[config.mk]
export PLATFORM = sky130hd
export DESIGN_NAME = div_gen
export DESIGN_NICKNAME = d
export VERILOG_FILES = /design/src/rtl/div_gen.sv
export SDC_FILE = /design/constraint.sdc
export NUM_CORES = 1
export LEC_CHECK = 0
export ABC_AREA = 1
export CELL_PAD_IN_SITES_DETAIL_PLACEMENT = 0
export CELL_PAD_IN_SITES_GLOBAL_PLACEMENT = 1
export CORE_UTILIZATION = 35
export DETAILED_ROUTE_END_ITERATION = 12
export HOLD_SLACK_MARGIN = 0.05
export PLACE_DENSITY = 0.73
export SYNTH_ARGS = -nofsm -noshare
export SYNTH_HDL_FRONTEND = slang
export SYNTH_SLANG_ARGS = --single-unit
[constraint.sdc]
create_clock -name clk -period 4.3 [get_ports clk]
set_input_delay 0.86 -clock clk [delete_from_list [all_inputs] [get_ports clk]]
set_output_delay 0.86 -clock clk [all_outputs]
set_load 0.05 [all_outputs]
[src/rtl/div_gen.sv]
// -----------------------------------------------------------------------------
// div_gen -- iterative signed/unsigned integer divider (restoring algorithm).
//
// Produces one quotient bit per cycle, MSB first. A one-cycle fast path
// handles divide-by-zero and, when EARLY_OUT=1, dividends whose magnitude is
// smaller than the divisor's. All outputs are registered.
//
// Parameters
//   WIDTH      operand width in bits (8..64)
//   EARLY_OUT  1 enables the |dividend| < |divisor| fast path
//
// Ports
//   clk           clock, rising edge
//   rst           synchronous, active-high reset
//   signed_div_i  1 = two's complement division, 0 = unsigned
//   opdata1_i     dividend
//   opdata2_i     divisor
//   start_i       operation request, held high until ready_o is seen
//   annul_i       cancels an in-flight operation
//   result_o      {remainder, quotient}
//   ready_o       result_o is valid
//   busy_o        an operation is in progress (FAST or ON)
//   dbz_o         divide-by-zero flag, valid while ready_o is high
// -----------------------------------------------------------------------------
module div_gen #(
  parameter int WIDTH     = 32,
  parameter bit EARLY_OUT = 1'b1
) (
  input  logic               clk,
  input  logic               rst,
  input  logic               signed_div_i,
  input  logic [WIDTH-1:0]   opdata1_i,
  input  logic [WIDTH-1:0]   opdata2_i,
  input  logic               start_i,
  input  logic               annul_i,
  output logic [2*WIDTH-1:0] result_o,
  output logic               ready_o,
  output logic               busy_o,
  output logic               dbz_o
);

  localparam int               CNT_W    = $clog2(WIDTH + 1);
  localparam logic [CNT_W-1:0] LAST_CNT = CNT_W'(WIDTH);

  typedef enum logic [1:0] {
    IDLE,
    FAST,
    ON,
    END
  } state_e;

  state_e               state_q;
  logic [CNT_W-1:0]     cnt_q;
  logic [WIDTH-1:0]     rem_q;      // partial remainder (top bit is always 0 after a step)
  logic [WIDTH-1:0]     quo_q;      // dividend bits shift out, quotient bits shift in
  logic [WIDTH-1:0]     div_q;      // divisor magnitude
  logic                 neg_quo_q;  // operand signs differ
  logic                 neg_rem_q;  // dividend was negative
  logic [2*WIDTH-1:0]   res_q;      // finished result, published in END
  logic                 dbz_int_q;
  logic [2*WIDTH-1:0]   result_q;
  logic                 ready_q;
  logic                 busy_q;
  logic                 dbz_q;

  // Combinational helpers
  logic [WIDTH-1:0] mag1;
  logic [WIDTH-1:0] mag2;
  logic [WIDTH:0]   shifted;
  logic [WIDTH:0]   trial;
  logic [WIDTH-1:0] rem_d;
  logic [WIDTH-1:0] quo_d;
  logic [WIDTH-1:0] quo_fix;
  logic [WIDTH-1:0] rem_fix;

  // NOTE: every variable gets a value on every path through always_comb;
  // a missing assignment would infer a latch.
  always_comb begin
    // Negating the most-negative value yields 2^(WIDTH-1), which is the
    // correct magnitude when read as unsigned.
    mag1 = (signed_div_i && opdata1_i[WIDTH-1]) ? -opdata1_i : opdata1_i;
    mag2 = (signed_div_i && opdata2_i[WIDTH-1]) ? -opdata2_i : opdata2_i;

    // One restoring step on a (WIDTH+1)-bit partial remainder: a negative
    // trial difference (bit WIDTH set) means the divisor did not fit.
    shifted = {rem_q, quo_q[WIDTH-1]};
    trial   = shifted - {1'b0, div_q};
    if (trial[WIDTH]) begin
      rem_d = shifted[WIDTH-1:0];
    end else begin
      rem_d = trial[WIDTH-1:0];
    end
    quo_d = {quo_q[WIDTH-2:0], ~trial[WIDTH]};

    // Sign fix-up: quotient negative when signs differ, remainder follows
    // the dividend.
    quo_fix = neg_quo_q ? -quo_q : quo_q;
    rem_fix = neg_rem_q ? -rem_q : rem_q;
  end

  // NOTE: sequential state uses non-blocking assignments so every register
  // samples pre-edge values regardless of statement order.
  always_ff @(posedge clk) begin
    if (rst) begin
      state_q   <= IDLE;
      cnt_q     <= '0;
      rem_q     <= '0;
      quo_q     <= '0;
      div_q     <= '0;
      neg_quo_q <= 1'b0;
      neg_rem_q <= 1'b0;
      res_q     <= '0;
      dbz_int_q <= 1'b0;
      result_q  <= '0;
      ready_q   <= 1'b0;
      busy_q    <= 1'b0;
      dbz_q     <= 1'b0;
    end else begin
      case (state_q)
        IDLE: begin
          if (start_i && !annul_i) begin
            neg_quo_q <= signed_div_i && (opdata1_i[WIDTH-1] ^ opdata2_i[WIDTH-1]);
            neg_rem_q <= signed_div_i && opdata1_i[WIDTH-1];
            cnt_q     <= '0;
            busy_q    <= 1'b1;
            if (opdata2_i == '0) begin
              state_q   <= FAST;
              res_q     <= '0;
              dbz_int_q <= 1'b1;
            end else if (EARLY_OUT && (mag1 < mag2)) begin
              // Quotient is 0 and the remainder is the dividend unchanged,
              // which already carries the dividend's sign.
              state_q   <= FAST;
              res_q     <= {opdata1_i, {WIDTH{1'b0}}};
              dbz_int_q <= 1'b0;
            end else begin
              state_q   <= ON;
              rem_q     <= '0;
              quo_q     <= mag1;
              div_q     <= mag2;
              dbz_int_q <= 1'b0;
            end
          end
        end

        FAST: begin
          busy_q <= 1'b0;
          if (annul_i) begin
            state_q <= IDLE;
          end else begin
            state_q <= END;
          end
        end

        ON: begin
          if (annul_i) begin
            state_q <= IDLE;
            busy_q  <= 1'b0;
          end else if (cnt_q != LAST_CNT) begin
            rem_q <= rem_d;
            quo_q <= quo_d;
            cnt_q <= cnt_q + CNT_W'(1);
          end else begin
            // All WIDTH bits are in; this extra cycle applies the sign fix-up.
            res_q   <= {rem_fix, quo_fix};
            state_q <= END;
            busy_q  <= 1'b0;
          end
        end

        END: begin
          // annul_i is deliberately ignored once the result is complete.
          if (!start_i) begin
            state_q  <= IDLE;
            ready_q  <= 1'b0;
            result_q <= '0;
            dbz_q    <= 1'b0;
          end else begin
            ready_q  <= 1'b1;
            result_q <= res_q;
            dbz_q    <= dbz_int_q;
          end
        end

        default: state_q <= IDLE;
      endcase
    end
  end

  assign result_o = result_q;
  assign ready_o  = ready_q;
  assign busy_o   = busy_q;
  assign dbz_o    = dbz_q;

endmodule

Word level (Yosys, flattened, before mapping)
Cells that the tools add are included.
Operators by class
  add/subtract/negate cells: 6
  order comparisons: 1
  equal/unequal tests: 13
  muxes and demuxes: 43
  bitwise operators: 4
  reduce and logical (&&, ||, !) cells: 16
Operator list (number)
  two-way mux 32 bit: 15
  two-way mux 64 bit: 6
  negation 32 bit: 4
  one-hot mux 32 bit (2 select lines): 2
  one-hot mux 64 bit (2 select lines): 1
  subtractor 33 x 32 -> 33 bit: 1
  logical NOT 32 bit: 1
  less-than comparator 32 bit: 1
  two-way mux 6 bit: 3
  two-way mux 2 bit: 7
  inequality test 2 bit (second input constant): 7
  one-hot mux 6 bit (2 select lines): 1
  one-hot mux 2 bit (4 select lines): 1
  AND reduction 4 bit: 2
  adder 6 x 1 -> 6 bit (second input constant): 1
  two-way mux 1 bit: 6
  inequality test 3 bit (second input constant): 2
  inequality test 6 bit (second input constant): 1
  AND reduction 3 bit: 2
  AND reduction 6 bit: 1
  AND reduction 5 bit: 1
  == test 2 bit (second input constant): 2
  logical AND 1 bit: 4
  NOT 1 bit: 3
  8 further kinds: 8
Word-level totals
  register bits: 238
  input port bits: 69
  output and inout bits: 67

Longest topological paths before layout
Gate-level depths: netlist (run 1).
  word-level depth: 7
  mapped depth: 26

Worst setup path before layout (run 1)
Ideal clock, no wire load.
  path type: input port to flip-flop
  start: input port opdata2_i[0]
  end: register res_q[42]
  arrival time: 3.565 ns
  required time: 4.187 ns
  slack: 0.622 ns
  stages on the path: 22
  cell sequence: nor3_1 nand2_1 nor2_1 nand3_1 nor2_1 nand2_1 o21ai_0 xor2_1 inv_1 ha_1 a21oi_1 o21ai_0 nand2_1 nand3_1 a21oi_1 nand2_1 nand3_2 nand2_2 buf_6 buf_4 o21ai_1 nor2_1
On the way
  cells in the longest elaborated chain, start to end: 5
  elaborated cells between the ends (all ways): 9
Ends and longest elaborated chain
  start, declared: line 33  | input logic [WIDTH-1:0] opdata2_i,
  negation 32 bit: line 82  | mag2 = (signed_div_i && opdata2_i[WIDTH-1]) ? -opdata2_i : opdata2_i;
  two-way mux 32 bit: line 82
  less-than comparator 32 bit: line 130  | end else if (EARLY_OUT && (mag1 < mag2)) begin
  inequality test 3 bit (no line)
  AND reduction 5 bit (no line)
  end signal, assigned: line 134  | res_q <= {opdata1_i, {WIDTH{1'b0}}};
  end signal, assigned: line 165  | res_q <= {rem_fix, quo_fix};
  end, declared: line 59  | logic [2*WIDTH-1:0] res_q;
Several ways; a longest one is shown, not always the timed one. The select of a mux whose other input is x is not followed.
A chain may end at the register's enable or synchronous reset.

Final worst setup path (run 1)
  start: input port opdata2_i[0]
  end: register rem_q[20]
On the way
  cells in the longest elaborated chain, start to end: 5
  elaborated cells between the ends (all ways): 7
Ends and longest elaborated chain
  negation 32 bit: line 82
  two-way mux 32 bit: line 82
  less-than comparator 32 bit: line 130
  inequality test 2 bit (no line)
  AND reduction 6 bit (no line) *
  end signal, assigned: line 160  | rem_q <= rem_d;
  end, declared: line 54  | logic [WIDTH-1:0] rem_q;
Every way passes the cells marked *; elsewhere a longest branch is shown, timed or not.

==> results of run 1 <==
[report_power, final]
group	internal, mW	switching [mW]	total (mW)	leakage (nW)
clock	1.41	1.03	2.44	0.473
sequential	2.72	0.391	3.11	1.94
combinational	2.68	5.65	8.33	8.17
[synthesized netlist by cell type (9+ instances only)]
| library cell | count | share of area |
|---|---|---|
| a21oi_1 | 227 | 0.066 |
| buf_1 | 13 | 0.0028 |
| buf_2 | 21 | 0.0061 |
| buf_6 | 9 | 0.0059 |
| clkbuf_1 | 73 | 0.016 |
| dfxtp_1 | 238 | 0.28 |
| ha_1 | 72 | 0.053 |
| inv_1 | 383 | 0.084 |
| nand2_1 | 928 | 0.20 |
| nand3_1 | 209 | 0.061 |
| nand3b_1 | 9 | 0.0039 |
| nand4_1 | 31 | 0.011 |
| nor2_1 | 367 | 0.080 |
| nor3_1 | 35 | 0.010 |
| o21ai_0 | 143 | 0.042 |
| o21ai_1 | 13 | 0.0038 |
| xnor2_1 | 18 | 0.0092 |
| xor2_1 | 59 | 0.030 |
[repair_timing]
item / in CTS / in global routing
resized for setup: 1 / 29
endpoints found under the hold margin: 0 / 0
pin swaps: 0 / 7
setup endpoints to repair: 12 / 161
setup buffers: 0 / 5
[metrics by stage]
stage | hold WS [ns] | std cells | TNS, ns | utilization
finish | 0.461 | 3872 | 0 | 0.455
global route | 0.478 | 3872 | -0.00651 | 0.455
CTS | 0.460 | 3865 | 0 | 0.452
detailed placement | 0.455 | 3814 | -89.30 | 0.432
global placement | 0.449 | 3814 | -73.24 | 0.432
floorplan | 0.430 | 2931 | 0 | -
[metal layers]
| metal | vias up | part of all wire |
|---|---|---|
| met5 | - | 0 |
| met4 | 0 | 0.017 |
| met3 | 68 | 0.060 |
| met2 | 579 | 0.44 |
| met1 | 8908 | 0.48 |
| li1 | 9831 | - |
[flip-flops by register name, indices dropped and copies added (netlist names), 2 cells and up]
name,count
quo_q,32
rem_q,32
state_q,2
res_q,64
cnt_q,6
div_q,32
result_o,64
[area by class of cell]
| class | instances | area, um^2 |
|---|---|---|
| antenna | 2 | 5.00 |
| fill | 5193 | 26200 |
| sequential | 238 | 4760 |
| clock inverter | 16 | 175 |
| multi-input combinational | 2179 | 10400 |
| clock buffer | 35 | 777 |
| timing repair buffer | 395 | 3460 |
| tap | 615 | 769 |
| inverter | 392 | 1470 |
[worst reg2reg max path, delay by kind of cell (launching register included)]
| kind | cells | cell delay [ns] |
|---|---|---|
| adders and majority gates | 2 | 0.62 |
| and+or+nand+nor | 12 | 1.98 |
| AOI/OAI and AO/OA | 1 | 0.05 |
| buffers and inverters | 3 | 0.37 |
| DFF | 1 | 0.31 |
[worst max-delay path by stage]
stage	from	end	slack, ns
after floorplan	opdata2_i[0]	res_q[42]	0.62
after global placement	opdata2_i[0]	res_q[0]	-0.53
after detailed placement	opdata2_i[0]	res_q[41]	-0.64
after CTS	opdata2_i[0]	res_q[41]	0.02
after global routing	opdata1_i[0]	rem_q[14]	-0.007
final	opdata2_i[0]	rem_q[20]	0.29
[kinds of logic (layout without fill, tap and decap cells)]
kind of cell | count (synthesis) | count (layout) | synth area share
flops | 238 | 238 | 0.278
xor+xnor | 77 | 77 | 0.0393
simple gates | 1615 | 1615 | 0.385
other cells | 0 | 2 | 0
compound gates | 414 | 414 | 0.125
fa+ha+maj | 73 | 73 | 0.0537
buf+inv | 514 | 838 | 0.119
==> impl_metrics.json, run 1 <==
{
  "post_route_cells_drive_above_1_share": 0.111,
  "timing.max_cap.violations": 0,
  "grt_start_max_net_pins": 76,
  "antenna_found_initial": 3,
  "post_drt_via_cell_ratio": 5.01,
  "num_rows": 80,
  "holdPathEnd": "result_o[3]",
  "worst_slew_margin_rel": 0.274,
  "synth.net_count": 3073,
  "post-route-cell-area_mm2": 0.0219,
  "mostFrequentLayoutCells": "927 x nand2_1, 379 x inv_1, 360 x nor2_1, 249 x buf_4, 238 x dfxtp_1",
  "wire_per_inst_um": 17.6,
  "detailedPlace.worstSlack_ns": -0.642,
  "cpLargestDelayFamily": "simple AND/OR/NAND/NOR gates",
  "r2r_end": "rem_q[19]",
  "grtUsageMet3": 0.0229,
  "wire_length_of_the_first_global_routing_pass_um": 104000,
  "gp_congestion": 0.939,
  "floorplan.initialDensity": 0.357,
  "met1_usage": 0.391,
  "critical_path_depth": 22,
  "die_width_um": 223,
  "met2_usage": 0.430,
  "insertion_delay_of_the_later_clocked_pin_in_the_worst_skew_pair_ns": 0.59,
  "critPathMostFrequentCell": "nand2_1",
  "drcViolationCount": 0,
  "timing.critical_path.buf_inv": 4,
  "mostFrequentLayoutCell": "nand2_1",
  "cts_inserted_buffers": 28,
  "place.detailed.hpwl_um": 55600,
  "criticalPathCategory": "in2reg",
  "dieArea_mm2": 0.0499,
  "busiest_layer": "met2",
  "synth-edff-count": 0,
  "worst_setup_hold_path_clk_slew_ns": 0.06,
  "postRouteWirelength_um": 68200,
  "timing.critical_path.fanout_max": 33,
  "power_density_mw_per_mm2": 636,
  "via_count_of_the_first_global_routing_pass": 18100,
  "status": "finished clean",
  "ys_seq_elements": 238,
  "timing.critical_path.to_type": "flip-flop",
  "postSynth.asyncResetShare": 0,
  "postPlaceCellArea_mm2": 0.0208,
  "global_route.usage.total": 0.269,
  "worstSetupStartpointType": "input port",
  "p_leak_nw": 10.6,
  "grt.overflow.total": 0,
  "synth.distinct_cells": 45,
  "yosys_most_used_dff": "dfxtp_1",
  "holdBufCountCts": 0,
  "largest_clock_skew_in_the_final_design_ns": 0.0310,
  "netlist_area_before_placement_mm2": 0.0172,
  "placement.io_buffers": 135,
  "cts-root-buf": "clkbuf_16",
  "final_hold_viol_count": 0,
  "irDropWorstVdd_mv": 0.562,
  "finalSetupViolations": 0,
  "tritoncts": "done",
  "slew_viol_final": 0,
  "design.final.nets": 3376,
  "tightestPinTransition_ns": 1.09,
  "ys.warnings.count": 0,
  "reg_to_reg_startpoint": "quo_q[31]",
  "max_freq_ghz": 0.249,
  "routed-via-count": 19400,
  "postSynthAreaPerCell_um2": 5.85,
  "min-delay-path-class": "reg2reg",
  "min_from": "res_q[3]",
  "r2r.worst_path.cells": 18,
  "cp_slowest_stage_delay_ns": 0.44,
  "cts_num_sinks": 238,
  "clockBufferDepth": 3,
  "fin_crit_sh": 0.933,
  "ioPinCount": 136,
  "cells_on_worst_hold_path": 2,
  "area.growth.synth_to_final_pct": 27.4,
  "critical_path_required_ns": 4.78,
  "ys_seq_area_frac": 0.278,
  "final_antenna_net_count": 0,
  "core_mm2": 0.0480,
  "die_y_um": 223,
  "power.total_mw": 13.9,
  "postLayoutSetupSlackWorst_ns": 0.290,
  "finalCriticalPeriod_ns": 4.01,
  "firstDrtPassIters": 5,
  "cp_data_arrival_time_ns": 4.49,
  "starting_drc_count_in_detailed_routing": 1692,
  "rrSetupSlack_ns": 0.79,
  "clock_tree.htree_level_count": 1,
  "netlist_instances": 2931,
  "crit_path_top_delay_cell": "clkdlybuf4s50_1",
  "crit_chain": "clkdlybuf4s50_1 -> nor3_2 -> nand2_1 -> nor2_1 -> nand3_1 -> nor2_2 -> nand2_1 -> o21ai_1 -> xor2_1 -> inv_1 -> ha_1 -> a21oi_1 -> o21ai_0 -> nand2_1 -> nand3_1 -> a21oi_2 -> buf_4 -> nand3_1 -> nand3_2 -> buf_12 -> nand2_1 -> a21oi_1"
}
Power figures use the tool's default switching activity.
==> run 2, diff against run 1 <==
--- a/config.mk
+++ b/config.mk
@@ -5,13 +5,13 @@
 export SDC_FILE = /design/constraint.sdc
 export NUM_CORES = 1
 export LEC_CHECK = 0
-export ABC_AREA = 1
 export CELL_PAD_IN_SITES_DETAIL_PLACEMENT = 0
 export CELL_PAD_IN_SITES_GLOBAL_PLACEMENT = 1
 export CORE_UTILIZATION = 35
+export CTS_BUF_LIST = sky130_fd_sc_hd__clkbuf_8
 export DETAILED_ROUTE_END_ITERATION = 12
 export HOLD_SLACK_MARGIN = 0.05
-export PLACE_DENSITY = 0.73
+export PLACE_DENSITY = 0.69
 export SYNTH_ARGS = -nofsm -noshare
 export SYNTH_HDL_FRONTEND = slang
 export SYNTH_SLANG_ARGS = --single-unit
==> run 2 against run 1 <==
- the flow now finishes with violations (setup timing)
- sequential power shrank 12%
- register-to-register slack lost 0.31 ns
- flip-flop and latch count is the same
- synthesized cell count shrank 41%
- wire length shrank 23%
- power shrank 25%
- first-iteration DRC count shrank 46%
- maximum frequency shrank 12%
- global-route usage shrank 3.1 points
- clock-buffer cell count grew 22
- largest power group unchanged
==> impl_metrics.json, run 2 <==
{
  "clock_tree.htree_level_count": 2,
  "met2_usage": 0.384,
  "dieArea_mm2": 0.0410,
  "largest_clock_skew_in_the_final_design_ns": 0.0251,
  "power_density_mw_per_mm2": 510,
  "drcViolationCount": 0,
  "final_hold_viol_count": 0,
  "gp_congestion": 0.934,
  "grt.overflow.total": 0,
  "tritoncts": "done",
  "fill_cells": 3807,
  "routed-via-count": 14300,
  "max_freq_ghz": 0.220,
  "worst_slew_margin_rel": 0.218,
  "criticalPathCategory": "in2reg",
  "placement.io_buffers": 135,
  "ioPinCount": 136,
  "holdBufCountCts": 0,
  "die_width_um": 202,
  "num_rows": 73,
  "ys_seq_elements": 238,
  "mostFrequentLayoutCell": "buf_4",
  "busiest_layer": "met2",
  "violations": "setup timing",
  "wire_length_of_the_first_global_routing_pass_um": 76600,
  "yosys.area.top_type_share": 0.339,
  "synthDominantAreaCellType": "dfxtp_1",
  "synth.distinct_cells": 66,
  "wire_per_inst_um": 19.6,
  "final_antenna_net_count": 0,
  "cts_num_sinks": 238,
  "placed_cells_incl_taps": 2521,
  "met1_usage": 0.320,
  "floorplan.initialDensity": 0.354,
  "antenna_found_initial": 0,
  "cts_inserted_buffers": 44,
  "die_y_um": 202,
  "critical_path_required_ns": 4.75,
  "postRouteWirelength_um": 52200,
  "post_route_utilization": 0.517,
  "synth.net_count": 1859,
  "finalNonFillerCells": 2665,
  "slew_viol_final": 0,
  "worst_setup_hold_path_clk_slew_ns": 0.06,
  "cts-root-buf": "clkbuf_8",
  "tightestPinTransition_ns": 1.17,
  "area.growth.synth_to_final_pct": 45.7,
  "post_route_cells_drive_above_1_share": 0.288,
  "netlist_area_before_placement_mm2": 0.0141,
  "postLayoutSetupSlackWorst_ns": -0.238,
  "fin_crit_sh": 1.06,
  "grtUsageMet3": 0.0372,
  "insertedDiodeCount": 0,
  "synth-edff-count": 0,
  "yosys_most_used_dff": "dfxtp_1",
  "grt_start_max_net_pins": 105,
  "status": "finished, violations left",
  "timing.critical_path.fanout_max": 8,
  "post_drt_via_cell_ratio": 5.37,
  "ys_seq_area_frac": 0.339,
  "design.final.nets": 2248,
  "netlist_top_cells_count": "238 x dfxtp_1, 210 x nor2_1, 143 x nand2_1",
  "synthTopCellsByArea": "dfxtp_1 34%, xnor2_1 6.4%, ha_1 6.4%",
  "timing.critical_path.to_type": "flip-flop",
  "via_count_of_the_first_global_routing_pass": 13700,
  "finalSetupViolations": 158,
  "postSynthAreaPerCell_um2": 8.18,
  "timing.max_cap.violations": 0,
  "irDropWorstVdd_mv": 0.248,
  "global_route.usage.total": 0.238,
  "most_frequent_cell_after_synthesis": "dfxtp_1",
  "firstDrtPassIters": 5,
  "worstSetupStartpointType": "input port",
  "insertion_delay_of_the_later_clocked_pin_in_the_worst_skew_pair_ns": 0.58,
  "finalCriticalPeriod_ns": 4.54,
  "area.sequential_mm2": 0.00476,
  "p_leak_nw": 8.13,
  "multi_input_comb_area_mm2": 0.00979,
  "mostFrequentLayoutCells": "261 x buf_4, 238 x dfxtp_1, 182 x nor2_1, 129 x nand2_1, 95 x clkdlybuf4s50_1",
  "ys.warnings.count": 0,
  "starting_drc_count_in_detailed_routing": 919,
  "grt_setup_unrepaired": "true",
  "clockBufferDepth": 3,
  "min-delay-path-class": "reg2reg",
  "postSynth.asyncResetShare": 0,
  "netlist_instances": 1717,
  "place.detailed.hpwl_um": 37300,
  "core_mm2": 0.0396,
  "cp_data_arrival_time_ns": 4.99
}
run 2: cell types whose count changed after synthesis, sizes merged, moves of 22 or more:
cell,previous run,this run
mux2,0,22
xnor2,18,103
nand3,212,52
mux2i,0,55
nor2,372,210
buf,48,20
a22oi,0,56
nand2,933,143
a211oi,2,41
o31ai,7,36
a21oi,227,119
o21ai,156,86
a221oi,0,30
inv,390,69
run 2: logic make-up (layout without fill, tap and decap cells):
logic type | after synthesis | after routing | share of synthesized area
mux | 77 | 77 | 0.0568
buf+inv | 169 | 590 | 0.0472
xor+xnor | 154 | 154 | 0.0965
fa+ha+maj | 73 | 73 | 0.0655
compound gates | 442 | 444 | 0.210
flops | 238 | 238 | 0.339
simple gates | 564 | 564 | 0.185
run 2: worst max-delay path, cell delays in order:
cell	delay [ns]
buf_8	0.11
or4_4	0.53
nor3_4	0.28
and3_4	0.27
nand2_4	0.08
o31ai_1	0.29
xnor2_1	0.18
ha_1	0.31
nand4_1	0.16
nor4_2	0.33
nand4_1	0.13
o211a_1	0.30
buf_6	0.15
o21ai_4	0.20
buf_6	0.14
a21oi_4	0.06
buf_12	0.18
buf_12	0.13
a221o_1	0.31
run 2: repair_timing:
item / in CTS / in global routing
gates cloned: 4 / 17
pin swaps: 40 / 61
gates resized for setup: 159 / 181
endpoints found under the setup margin: 162 / 158
setup buffers: 30 / 16
run 2: where the power goes:
| part | internal (mW) | switching, mW |
|---|---|---|
| clock | 1.32 | 1.00 |
| sequential | 2.46 | 0.266 |
| combinational | 2.35 | 3.04 |
| total | 6.13 | 4.31 |
run 2: stage by stage:
step	cell area, um^2	total power, mW	hold slack [ns]	setup TNS (ns)	setup slack (ns)
after floorplan	14100	5.63	0.432	0	0.00254
after global routing	20500	11.0	0.467	-35.07	-0.305
after CTS	19400	9.81	0.458	-0.0750	-0.0347
after global placement	17700	7.08	0.449	-169.65	-1.29
final	20500	10.4	0.456	-21.32	-0.238
after detailed placement	17700	7.12	0.447	-181.57	-1.34
run 2: path summary, 6_finish.rpt:
kind                               startpoint  cells past startpoint         to  slack, ns
worst max-delay path            opdata1_i[13]                     19  rem_q[28]      -0.24
worst min-delay path                res_q[21]                      2  res_q[21]       0.46
worst max register to register      quo_q[31]                     14  rem_q[17]       0.48
worst min register to register      res_q[21]                      2  res_q[21]       0.46
run 2: final cells by class:
class,instances,area share
clock buffers,57,0.0383
clock inverters,23,0.00801
inverters,69,0.0126
multi-input cells,1312,0.478
flip-flops and latches,238,0.233
well taps,525,0.0321
repair buffers,441,0.198
run 2: metal layers:
metal,part of all wire,up-vias
met1,0.45,6827
met5,0,-
met3,0.058,99
met4,0.033,0
li1,-,6945
met2,0.46,440
